$ cat src/rtl/cache_fill_fsm_if.sv
// ----------------------------------------------------------------------------
// cache_fill_fsm_if : miss request, memory and array-write bundle of the fill FSM
// Optional macro: CACHE_FILL_CRITICAL_WORD_FIRST_EN (adds critical_valid)
// Revision: 1.0
// ----------------------------------------------------------------------------
`default_nettype none

interface cache_fill_fsm_if #(
  parameter int ADDR_W     = 16,
  parameter int LINE_WORDS = 8
);
  localparam int IDX_W = $clog2(LINE_WORDS);

  logic              miss_detected;
  logic [ADDR_W-1:0] miss_address;
  logic              memory_data_valid;
  logic              memory_read_en;
  logic [ADDR_W-1:0] memory_address;
  logic              fsm_busy;
  logic              write_data_array;
  logic [IDX_W-1:0]  word_index;
  logic              write_tag_array;
`ifdef CACHE_FILL_CRITICAL_WORD_FIRST_EN
  logic              critical_valid;

  // master = fill controller, slave = cache pipeline / memory side
  modport master (
    input  miss_detected, miss_address, memory_data_valid,
    output memory_read_en, memory_address, fsm_busy,
    output write_data_array, word_index, write_tag_array, critical_valid
  );
  modport slave (
    output miss_detected, miss_address, memory_data_valid,
    input  memory_read_en, memory_address, fsm_busy,
    input  write_data_array, word_index, write_tag_array, critical_valid
  );
`else
  modport master (
    input  miss_detected, miss_address, memory_data_valid,
    output memory_read_en, memory_address, fsm_busy,
    output write_data_array, word_index, write_tag_array
  );
  modport slave (
    output miss_detected, miss_address, memory_data_valid,
    input  memory_read_en, memory_address, fsm_busy,
    input  write_data_array, word_index, write_tag_array
  );
`endif
endinterface

`default_nettype wire

$ cat src/rtl/cache_fill_fsm.sv
// ----------------------------------------------------------------------------
// cache_fill_fsm : cache-miss line-fill controller (issue 8 reads, write array/tag)
// Optional macro: CACHE_FILL_CRITICAL_WORD_FIRST_EN (critical-word-first order)
// Revision: 1.0
// ----------------------------------------------------------------------------
`default_nettype none

module cache_fill_fsm #(
  parameter int ADDR_W     = 16,
  parameter int LINE_WORDS = 8,
  parameter int MEM_LAT    = 4
) (
  input  wire logic      clk,
  input  wire logic      rst,
  cache_fill_fsm_if.master bus
);
  localparam int IDX_W = $clog2(LINE_WORDS);
  localparam int CNT_W = IDX_W + 1;
  localparam logic [CNT_W-1:0]  CNT_FULL  = CNT_W'(LINE_WORDS);
  localparam logic [CNT_W-1:0]  CNT_LAST  = CNT_W'(LINE_WORDS - 1);
  localparam logic [ADDR_W-1:0] BASE_MASK = ~ADDR_W'(2 * LINE_WORDS - 1);

  generate
    if (MEM_LAT < 1 || LINE_WORDS < 2 || (1 << IDX_W) != LINE_WORDS) begin : g_param_check
      $error("cache_fill_fsm: LINE_WORDS must be a power of two >= 2 and MEM_LAT >= 1");
    end
  endgenerate

  typedef enum logic [0:0] {
    IDLE = 1'b0,
    FILL = 1'b1
  } state_t;

  state_t            state;
  logic              busy;
  logic [ADDR_W-1:0] base;
  logic [CNT_W-1:0]  issue_cnt;
  logic [CNT_W-1:0]  recv_cnt;
  logic              issuing;
  logic              receiving;
  logic              last_recv;
  logic [IDX_W-1:0]  issue_pos;
  logic [IDX_W-1:0]  recv_pos;

`ifdef CACHE_FILL_CRITICAL_WORD_FIRST_EN
  logic [IDX_W-1:0]  start;
  assign issue_pos = start + issue_cnt[IDX_W-1:0];
  assign recv_pos  = start + recv_cnt[IDX_W-1:0];
`else
  assign issue_pos = issue_cnt[IDX_W-1:0];
  assign recv_pos  = recv_cnt[IDX_W-1:0];
`endif

  assign issuing   = (state == FILL) && (issue_cnt < CNT_FULL);
  assign receiving = (state == FILL) && bus.memory_data_valid && (recv_cnt < CNT_FULL);
  assign last_recv = receiving && (recv_cnt == CNT_LAST);

  // Outputs are gated so everything reads zero whenever no fill activity is due.
  assign bus.fsm_busy         = busy;
  assign bus.memory_read_en   = issuing;
  assign bus.memory_address   = issuing ? (base + ADDR_W'({issue_pos, 1'b0})) : '0;
  assign bus.write_data_array = receiving;
  assign bus.word_index       = receiving ? recv_pos : '0;
  assign bus.write_tag_array  = last_recv;
`ifdef CACHE_FILL_CRITICAL_WORD_FIRST_EN
  assign bus.critical_valid   = receiving && (recv_cnt == '0);
`endif

  always_ff @(posedge clk) begin
    if (!rst) begin
      state     <= IDLE;
      busy      <= 1'b0;
      base      <= '0;
      issue_cnt <= '0;
      recv_cnt  <= '0;
`ifdef CACHE_FILL_CRITICAL_WORD_FIRST_EN
      start     <= '0;
`endif
    end else begin
      case (state)
        IDLE: begin
          if (bus.miss_detected) begin
            state     <= FILL;
            busy      <= 1'b1;
            base      <= bus.miss_address & BASE_MASK;
            issue_cnt <= '0;
            recv_cnt  <= '0;
`ifdef CACHE_FILL_CRITICAL_WORD_FIRST_EN
            start     <= bus.miss_address[IDX_W:1];
`endif
          end
        end
        FILL: begin
          if (issuing) begin
            issue_cnt <= issue_cnt + 1'b1;
          end
          if (receiving) begin
            recv_cnt <= recv_cnt + 1'b1;
          end
          if (last_recv) begin
            state <= IDLE;
            busy  <= 1'b0;
          end
        end
      endcase
    end
  end
endmodule

`default_nettype wire

$ cat src/flat_wrapper.sv
// flat-port wrapper written by rule: the top's interface ports become plain ports
module cache_fill_fsm_flat 
#(
  parameter int ADDR_W     = 16,
  parameter int LINE_WORDS = 8,
  parameter int MEM_LAT    = 4
)
  (clk, rst, bus_miss_detected, bus_miss_address, bus_memory_data_valid, bus_memory_read_en, bus_memory_address, bus_fsm_busy, bus_write_data_array, bus_word_index, bus_write_tag_array);
  cache_fill_fsm_if #(.ADDR_W(ADDR_W), .LINE_WORDS(LINE_WORDS)) bus_i ();
  input  wire logic clk;
  input  wire logic rst;
  input wire logic [$bits(bus_i.miss_detected)-1:0] bus_miss_detected;
  input wire logic [$bits(bus_i.miss_address)-1:0] bus_miss_address;
  input wire logic [$bits(bus_i.memory_data_valid)-1:0] bus_memory_data_valid;
  output wire logic [$bits(bus_i.memory_read_en)-1:0] bus_memory_read_en;
  output wire logic [$bits(bus_i.memory_address)-1:0] bus_memory_address;
  output wire logic [$bits(bus_i.fsm_busy)-1:0] bus_fsm_busy;
  output wire logic [$bits(bus_i.write_data_array)-1:0] bus_write_data_array;
  output wire logic [$bits(bus_i.word_index)-1:0] bus_word_index;
  output wire logic [$bits(bus_i.write_tag_array)-1:0] bus_write_tag_array;
  assign bus_i.miss_detected = bus_miss_detected;
  assign bus_i.miss_address = bus_miss_address;
  assign bus_i.memory_data_valid = bus_memory_data_valid;
  assign bus_memory_read_en = bus_i.memory_read_en;
  assign bus_memory_address = bus_i.memory_address;
  assign bus_fsm_busy = bus_i.fsm_busy;
  assign bus_write_data_array = bus_i.write_data_array;
  assign bus_word_index = bus_i.word_index;
  assign bus_write_tag_array = bus_i.write_tag_array;
  cache_fill_fsm #(.ADDR_W(ADDR_W), .LINE_WORDS(LINE_WORDS), .MEM_LAT(MEM_LAT)) u_core (.clk(clk), .rst(rst), .bus(bus_i));
endmodule
$ cat config.mk
export PLATFORM = sky130hd
export DESIGN_NAME = cache_fill_fsm_flat
export DESIGN_NICKNAME = d
export VERILOG_FILES = /design/src/rtl/cache_fill_fsm_if.sv /design/src/rtl/cache_fill_fsm.sv /design/src/flat_wrapper.sv
export SDC_FILE = /design/constraint.sdc
export NUM_CORES = 1
export LEC_CHECK = 0
export BUFFER_PORTS_ARGS = -buffer_cell sky130_fd_sc_hd__buf_2
export CAP_MARGIN = 20
export CELL_PAD_IN_SITES_DETAIL_PLACEMENT = 1
export CELL_PAD_IN_SITES_GLOBAL_PLACEMENT = 1
export CORE_UTILIZATION = 35
export CTS_CLUSTER_SIZE = 14
export DETAILED_ROUTE_END_ITERATION = 6
export PLACE_DENSITY = 0.89
export SLEW_MARGIN = 40
export SYNTH_ARGS = -nofsm -noshare
export SYNTH_HDL_FRONTEND = slang
export SYNTH_SLANG_ARGS = --single-unit
$ cat constraint.sdc
create_clock -name clk -period 3.5 [get_ports clk]
set_clock_uncertainty 0.15 [all_clocks]
set_input_delay 0.7 -clock clk [delete_from_list [all_inputs] [get_ports clk]]
set_output_delay 0.7 -clock clk [all_outputs]
set_load 0.03 [all_outputs]
== Yosys cells after proc, flatten, opt, wreduce, memory -nomap -nowiden ==
Index checks and enable logic that the tools add are counted.
Cells by class
  $add $sub $neg: 3
  order comparisons: 2
  equality and inequality tests: 5
  mux-type cells: 13
  bitwise gates (word level): 1
  reduce and logical (&&, ||, !) cells: 8
Operators by type and width (number)
  16-bit by 4-bit adder with 16-bit output: 1
  16-bit two-way mux: 1
  4-bit one-hot mux with 2 select lines: 2
  4-bit two-way mux: 3
  4-bit by 1-bit adder with 4-bit output, second input constant: 2
  4-bit < comparator, second input constant: 2
  2-bit != test, second input constant: 4
  2-bit AND reduction: 4
  4-bit by 3-bit equality test with 1-bit output, second input constant: 1
  1-bit logical AND: 4
  1-bit two-way mux: 4
  1-bit one-hot mux with 2 select lines: 2
  3-bit two-way mux: 1
  1-bit inverter: 1
Storage, ports and cells
  register bits after elaboration: 22
  input port bits: 20
  output and inout port bits: 23
  word-level logic and storage cells: 37

== Logic depth before layout (Yosys ltp) ==
Gate-level depths: netlist of the first run.
  depth after elaboration: 5
  mapped depth: 5
  mapped depth without buffers: 4

== Worst setup path before layout of the first run ==
No wires, ideal clock.
  path type: input to output
  start: in bus_memory_data_valid
  end: out bus_word_index[0]
  data arrival time: 1.343 ns
  data required time: 2.650 ns
  slack: 1.307 ns
  stages on the path: 3
  buffers on the path: 1
  cell sequence: and3b_1 -> buf_4 -> and2_1
On the way
  longest elaborated chain between the ends: 3
Ends and longest elaborated chain
  from (decl): line flat_wrapper.sv:14  | input wire logic [$bits(bus_i.memory_data_valid)-1:0] bus_memory_data_valid;
  1-bit logical AND (2 in a row): line cache_fill_fsm.sv:55  | assign receiving = (state == FILL) && bus.memory_data_valid && (recv_cnt < CNT_FULL);
  net bus_write_data_array: line flat_wrapper.sv:18  | output wire logic [$bits(bus_i.write_data_array)-1:0] bus_write_data_array;
  3-bit two-way mux: line cache_fill_fsm.sv:63  | assign bus.word_index = receiving ? recv_pos : '0;
  to (decl): line flat_wrapper.sv:19  | output wire logic [$bits(bus_i.word_index)-1:0] bus_word_index;
The timed path passes the listed nets, and every way through them passes these cells.

== Final worst setup path of the first run ==
  start: reg u_core.state
  end: out bus_write_tag_array
On the way
  longest elaborated chain between the ends: 3
Ends and longest elaborated chain
  from (decl): line cache_fill_fsm.sv:34  | state_t state;
  from (signal assigned): line cache_fill_fsm.sv:71  | state <= IDLE;
  from (signal assigned): line cache_fill_fsm.sv:83  | state <= FILL;
  from (signal assigned): line cache_fill_fsm.sv:101  | state <= IDLE;
  1-bit logical AND (2 in a row): line cache_fill_fsm.sv:55
  1-bit logical AND: line cache_fill_fsm.sv:56  | assign last_recv = receiving && (recv_cnt == CNT_LAST);
  to (decl): line flat_wrapper.sv:20  | output wire logic [$bits(bus_i.write_tag_array)-1:0] bus_write_tag_array;
No other way between the ends.

==> flow_metrics.env, run 1 <==
export IMPL_startpoint_type="flip-flop"
export IMPL_placed_area_um2=1184
export IMPL_crit_start="u_core.state$_SDFF_PN0_"
export IMPL_path_clk_slew_ns=0.11
export IMPL_grt_overflow_total=0
export IMPL_clk_path_buf_depth=2
export IMPL_hold_buffers=0
export IMPL_worstPathArrival_ns=1.58
export IMPL_ant_nets=0
export IMPL_fin_nets=176
export IMPL_grt_start_max_net_pins=24
export IMPL_drive_above_1_share_pct=27.63
export IMPL_io_buffer_count=37
export IMPL_wl_um=2277
export IMPL_avgSynthCellArea_um2=8.529
export IMPL_fin_area_um2=1206
export IMPL_wl_per_cell_um=12.44
export IMPL_hpwl_um=1681
export IMPL_critPathKind="flip-flop to output port"
export IMPL_slew_violations=0
export IMPL_powerDensity_nw_per_um2=370.0
export IMPL_ys_types=25
export IMPL_synth_cells=120
export IMPL_outcome="finished, final reports clean"
export IMPL_r2r_start="u_core.state$_SDFF_PN0_"
export IMPL_p_leak_nw=0.5708
export IMPL_cts_made_buffers=3
export IMPL_crit_end="bus_write_tag_array"
export IMPL_die_y_um=56.08
export IMPL_topRoutingLayerUsed="met4"
export IMPL_finalCritPeriodShare_pct=69.32
export IMPL_critical_path_required_ns=2.65
export IMPL_min_path_type="flip-flop to flip-flop"
export IMPL_met1_length_um=977
export IMPL_maxCapViolations=0
export IMPL_worst_path_max_fanout=10
export IMPL_dr_pass1_iters=3
export IMPL_max_freq_mhz=412.2
export IMPL_core_area_um2=2758
export IMPL_dr_wl_met3_um=93
export IMPL_fillCellCount=369
export IMPL_die_w_um=56.08
export IMPL_wl_met2_um=1192
export IMPL_rows=19
export IMPL_start_util_pct=37.11
export IMPL_vias=890
export IMPL_antenna_cells=0
export IMPL_max_slew_margin_pct=57.16
export IMPL_finalSetupViolations=0
export IMPL_layout_common_cells="buf_2 (37), nand2_1 (27), dfxtp_1 (22)"
export IMPL_hold_violations=0
export IMPL_synth_edff_count=0
export IMPL_area_delta_synth_final_pct=17.85
export IMPL_ys_seq_elements=22
export IMPL_period_needed_ns=2.426
export IMPL_synth_main_ff_cell="dfxtp_1"
export IMPL_mostFrequentLayoutCell="buf_2"
export IMPL_boundaryPins=43
export IMPL_gr_usage_all_layers_pct=15.25
export IMPL_cts_tree="built"
export IMPL_dieArea_um2=3144
export IMPL_max_vdd_ir_drop_uv=199.4
export IMPL_grt_setup_unrepaired="false"
export IMPL_clock_sinks=22
export IMPL_tightest_slew_ns=0.6425
export IMPL_grt_antenna_before_repair=0
export IMPL_drt_initial_drc_count=4
export IMPL_mappedNetlistArea_um2=1023
export IMPL_cp_end_kind="output port"
export IMPL_fin_setup_tns_ns=0
export IMPL_ys_seq_area_share_pct=43.03
export IMPL_regToRegEndpoint="u_core.issue_cnt[3]$_SDFFE_PN0P_"
export IMPL_grt_pass1_vias=905
export IMPL_cts_htree_levels=1
export IMPL_cts_setup_buffers=0
export IMPL_clk_insertion_delay_late_ns=0.29
export IMPL_grt_pass1_wl_um=3829
export IMPL_synthArstFlopShare_pct=0
export IMPL_cts_resized=0
export IMPL_vias_per_cell=4.863
export IMPL_yosysWarningCount=0
export IMPL_reg2reg_depth=3
export IMPL_syn_num_nets=142
export IMPL_route_detailed_drc=0
export IMPL_place_gp_congestion=0.6667
export IMPL_cts_root_buf="clkbuf_4"
export IMPL_rrSetupSlack_ns=1.89
export IMPL_min_path_cells=2
==> cells by family after synthesis <==
kind of cell / after synthesis / share of synthesized area (%)
and+or+nand+nor: 64 / 31.91
DFF: 22 / 43.03
AOI/OAI and AO/OA: 20 / 13.57
buffers and inverters: 9 / 6.968
xor gates and xnor gates: 2 / 1.712
adders and majority gates: 2 / 2.445
other: 1 / 0.3664
==> where the power goes <==
| group | leakage [nW] | switching [mW] | internal [mW] |
|---|---|---|---|
| sequential | 0.180 | 0.00779 | 0.262 |
| combinational | 0.377 | 0.0440 | 0.0241 |
| clock | 0.0138 | 0.0682 | 0.0400 |
==> cell usage after synthesis, types with 2 or more instances <==
library cell	n	area share (%)
nand2_1	27	9.9
dfxtp_1	22	43
and2_1	18	11
a21boi_0	8	5.9
nor2_1	6	2.2
nand3_1	5	2.4
o21ai_0	5	2.4
a21boi_1	4	2.9
buf_4	3	2.2
a41oi_1	2	1.7
buf_2	2	0.98
clkbuf_1	2	0.73
ha_1	2	2.4
nand4b_1	2	1.7
xor2_1	2	1.7
==> sequential cells by signal (all words and copies together) (netlist names) <==
register	count
u_core.base	12
u_core.bus.fsm_busy	1
u_core.recv_cnt	4
u_core.state	1
u_core.issue_cnt	4
==> cell type report <==
class                      count  area, um2  share of cell area [%]
multi-input combinational     89      511.7                   42.43
sequential                    22      440.4                   36.51
timing repair buffer          38      192.7                   15.98
tap                           31      38.79                   3.216
clock buffer                   3      22.52                   1.867
==> routing by layer <==
metal	vias to the layer above	track usage, %
li1	454	-
met1	415	17.05
met2	19	28.40
met3	2	3.023
met4	0	5.226
met5	-	0
==> how the worst min path moves through the flow <==
stage	startpoint	end	slack, ns
3_3_place_gp	u_core.base[15]$_SDFFE_PN0P_	u_core.base[15]$_SDFFE_PN0P_	0.29
2_1_floorplan	u_core.base[14]$_SDFFE_PN0P_	u_core.base[14]$_SDFFE_PN0P_	0.28
4_1_cts	u_core.base[14]$_SDFFE_PN0P_	u_core.base[14]$_SDFFE_PN0P_	0.31
5_1_grt	u_core.base[15]$_SDFFE_PN0P_	u_core.base[15]$_SDFFE_PN0P_	0.34
6_report	u_core.base[14]$_SDFFE_PN0P_	u_core.base[14]$_SDFFE_PN0P_	0.31
3_5_place_dp	u_core.base[14]$_SDFFE_PN0P_	u_core.base[14]$_SDFFE_PN0P_	0.30
==> per-stage QoR <==
| stage | total power [mW] | cells | worst slack [ns] | utilization [%] | hold slack, ns |
|---|---|---|---|---|---|
| 4_1_cts | 0.4528 | 183 | 1.051 | 43.74 | 0.3149 |
| 3_3_place_gp | 0.3410 | 180 | 1.136 | 42.92 | 0.2855 |
| 2_1_floorplan | 0.3271 | 120 | 1.307 | - | 0.2805 |
| 6_report | 0.4462 | 183 | 1.074 | 43.74 | 0.3134 |
| 5_1_grt | 0.4728 | 183 | 0.9358 | 43.74 | 0.3422 |
| 3_5_place_dp | 0.3450 | 180 | 1.084 | 42.92 | 0.2992 |
==> worst max-delay path, cell delays in order, from the launching register on <==
cell,delay [ns]
dfxtp_1,0.47
and3b_1,0.37
and3_4,0.24
buf_2,0.19
Note: power is estimated with default switching activity, not from simulation.
==> inputs of run 2 (changes only) <==
--- a/config.mk
+++ b/config.mk
@@ -5,14 +5,15 @@
 export SDC_FILE = /design/constraint.sdc
 export NUM_CORES = 1
 export LEC_CHECK = 0
+export ABC_AREA = 1
 export BUFFER_PORTS_ARGS = -buffer_cell sky130_fd_sc_hd__buf_2
 export CAP_MARGIN = 20
 export CELL_PAD_IN_SITES_DETAIL_PLACEMENT = 1
 export CELL_PAD_IN_SITES_GLOBAL_PLACEMENT = 1
-export CORE_UTILIZATION = 35
+export CORE_UTILIZATION = 32
 export CTS_CLUSTER_SIZE = 14
 export DETAILED_ROUTE_END_ITERATION = 6
-export PLACE_DENSITY = 0.89
+export PLACE_DENSITY = 0.86
 export SLEW_MARGIN = 40
 export SYNTH_ARGS = -nofsm -noshare
 export SYNTH_HDL_FRONTEND = slang
==> constraint.sdc (replaced) <==
create_clock -name clk -period 2.37 [get_ports clk]
set_clock_uncertainty 0.15 [all_clocks]
set_input_delay 0.474 -clock clk [delete_from_list [all_inputs] [get_ports clk]]
set_output_delay 0.474 -clock clk [all_outputs]
set_load 0.03 [all_outputs]
==> flow_metrics.env, run 2 <==
export IMPL_fin_ws_ns=0.2177
export IMPL_wl_um=2473
export IMPL_die_y_um=58.35
export IMPL_min_path_type="primary input to flip-flop"
export IMPL_core_area_um2=3028
export IMPL_grt_overflow_total=0
export IMPL_drive_above_1_share_pct=30.06
export IMPL_reg_top3="u_core.base (12), u_core.issue_cnt (4), u_core.recv_cnt (4)"
export IMPL_antenna_cells=0
export IMPL_fin_area_um2=1242
export IMPL_mostFrequentLayoutCell="buf_2"
export IMPL_synth_top_cell_area_share_pct=43.35
export IMPL_powerDensity_nw_per_um2=601.0
export IMPL_clock_sinks=22
export IMPL_p_leak_nw=0.6044
export IMPL_critPathKind="flip-flop to output port"
export IMPL_start_util_pct=33.55
export IMPL_place_gp_congestion=0.7461
export IMPL_grt_pass1_vias=991
export IMPL_route_detailed_drc=0
export IMPL_synth_cells=139
export IMPL_slew_violations=0
export IMPL_finalCritPeriodShare_pct=90.82
export IMPL_synth_area_leaders="dfxtp_1 (43%), inv_1 (9.2%), a21oi_1 (8.4%), nor2_1 (7.8%), o21ai_0 (4.9%)"
export IMPL_mappedNetlistArea_um2=1016
export IMPL_grt_start_max_net_pins=32
export IMPL_outcome="finished, final reports clean"
export IMPL_dp_cells=213
export IMPL_maxCapViolations=0
export IMPL_layoutNonFillerInstCount=217
export IMPL_dr_pass1_iters=4
export IMPL_yosysWarningCount=0
export IMPL_cts_htree_levels=1
export IMPL_path_clk_slew_ns=0.12
export IMPL_grt_antenna_before_repair=0
export IMPL_synthArstFlopShare_pct=0
export IMPL_max_freq_mhz=464.6
export IMPL_placed_area_um2=1206
export IMPL_cp_end_kind="output port"
export IMPL_dieArea_um2=3404
export IMPL_io_buffer_count=37
export IMPL_synth_edff_count=0
export IMPL_clk_path_buf_depth=2
export IMPL_die_w_um=58.35
export IMPL_cts_resized=0
export IMPL_yosysTopAreaCell="dfxtp_1"
export IMPL_ant_nets=0
export IMPL_regMostFlops="u_core.base"
export IMPL_gr_usage_all_layers_pct=15.56
export IMPL_critical_path_required_ns=1.75
export IMPL_hold_violations=0
export IMPL_cts_tree="built"
export IMPL_clk_insertion_delay_late_ns=0.31
export IMPL_hold_buffers=0
export IMPL_synth_main_ff_cell="dfxtp_1"
export IMPL_finalSetupViolations=0
export IMPL_cts_root_buf="clkbuf_4"
export IMPL_fin_setup_tns_ns=0
export IMPL_rows=20
export IMPL_ys_seq_elements=22
export IMPL_drt_initial_drc_count=31
export IMPL_area_delta_synth_final_pct=22.29
export IMPL_ys_top_cells_by_count="inv_1 (25), dfxtp_1 (22), nor2_1 (21), a21oi_1 (17), nand2_1 (13)"
export IMPL_wl_per_cell_um=11.40
export IMPL_boundaryPins=43
export IMPL_fin_nets=196
export IMPL_syn_num_nets=161
export IMPL_startpoint_type="flip-flop"
export IMPL_pre_cts_slack_ns=0.5739
export IMPL_grt_setup_unrepaired="false"
export IMPL_ys_types=22
export IMPL_hpwl_um=1859
export IMPL_fillCellCount=397
export IMPL_largest_register_ffs=12
export IMPL_synth_most_common_cell="inv_1"
export IMPL_ys_seq_area_share_pct=43.35
export IMPL_vias_per_cell=4.571
export IMPL_grt_pass1_wl_um=4091
export IMPL_avgSynthCellArea_um2=7.309
export IMPL_max_vdd_ir_drop_uv=142.1
export IMPL_period_needed_ns=2.152
export IMPL_cts_setup_buffers=0
export IMPL_cts_made_buffers=3
export IMPL_rrSetupSlack_ns=0.95
export IMPL_vias=992
export IMPL_worstPathArrival_ns=1.53
export IMPL_worst_path_max_fanout=18
export IMPL_layout_common_cells="buf_2 (37), inv_1 (25), dfxtp_1 (22)"
==> run 2: area by class of cell <==
| cell class | instances | area (um2) | area share, % |
|---|---|---|---|
| inverter | 27 | 101.3 | 8.157 |
| multi-input combinational | 83 | 424.2 | 34.14 |
| tap | 44 | 55.05 | 4.431 |
| timing repair buffer | 37 | 185.2 | 14.90 |
| clock buffer | 4 | 36.28 | 2.920 |
| sequential | 22 | 440.4 | 35.45 |
==> run 2: metal layers <==
metal | track usage (%) | vias to the layer above | share of wire, %
met1 | 16.67 | 467 | 41
li1 | - | 501 | -
met2 | 30.05 | 20 | 53
met3 | 1.319 | 4 | 3.1
met4 | 8.163 | 0 | 2.3
met5 | 0 | - | 0
==> run 2: kinds of logic (layout without fill, tap and decap cells) <==
group | after synthesis | count (layout) | synth area share [%]
AOI/OAI and AO/OA | 36 | 36 | 18.60
adders and majority gates | 2 | 2 | 2.463
buffers and inverters | 34 | 68 | 14.90
DFF | 22 | 22 | 43.35
other | 1 | 1 | 0.3691
and+or+nand+nor | 44 | 44 | 20.32
==> run 2: final timing paths <==
path                                     end  cells past startpoint                        start
max                    bus_memory_address[3]                      5      u_core.state$_SDFF_PN0_
min              u_core.base[6]$_SDFFE_PN0P_                      3          bus_miss_address[6]
max reg2reg  u_core.recv_cnt[2]$_SDFFE_PN0P_                      6      u_core.state$_SDFF_PN0_
min reg2reg      u_core.base[9]$_SDFFE_PN0P_                      2  u_core.base[9]$_SDFFE_PN0P_
==> run 2: power breakdown <==
group / internal (mW) / total (mW) / switching (mW)
Combinational: 0.0408 / 0.136 / 0.0948
Clock: 0.0939 / 0.206 / 0.112
Sequential: 0.393 / 0.405 / 0.0120
==> run 2: critical path, cell delays in order, from the launching register on <==
cell and delay [ns]:
dfxtp_1 0.47, nand2_2 0.27, inv_2 0.16, nand2_1 0.09, inv_1 0.06, buf_2 0.18
==> run 2: through the flow <==
step	utilization, %	hold WS [ns]	power (mW)
2_1_floorplan	-	0.2795	0.5161
3_3_place_gp	39.83	0.2876	0.5428
3_5_place_dp	39.83	0.3017	0.5511
4_1_cts	41.03	0.2807	0.7573
5_1_grt	41.03	0.3059	0.7879
6_report	41.03	0.2842	0.7467
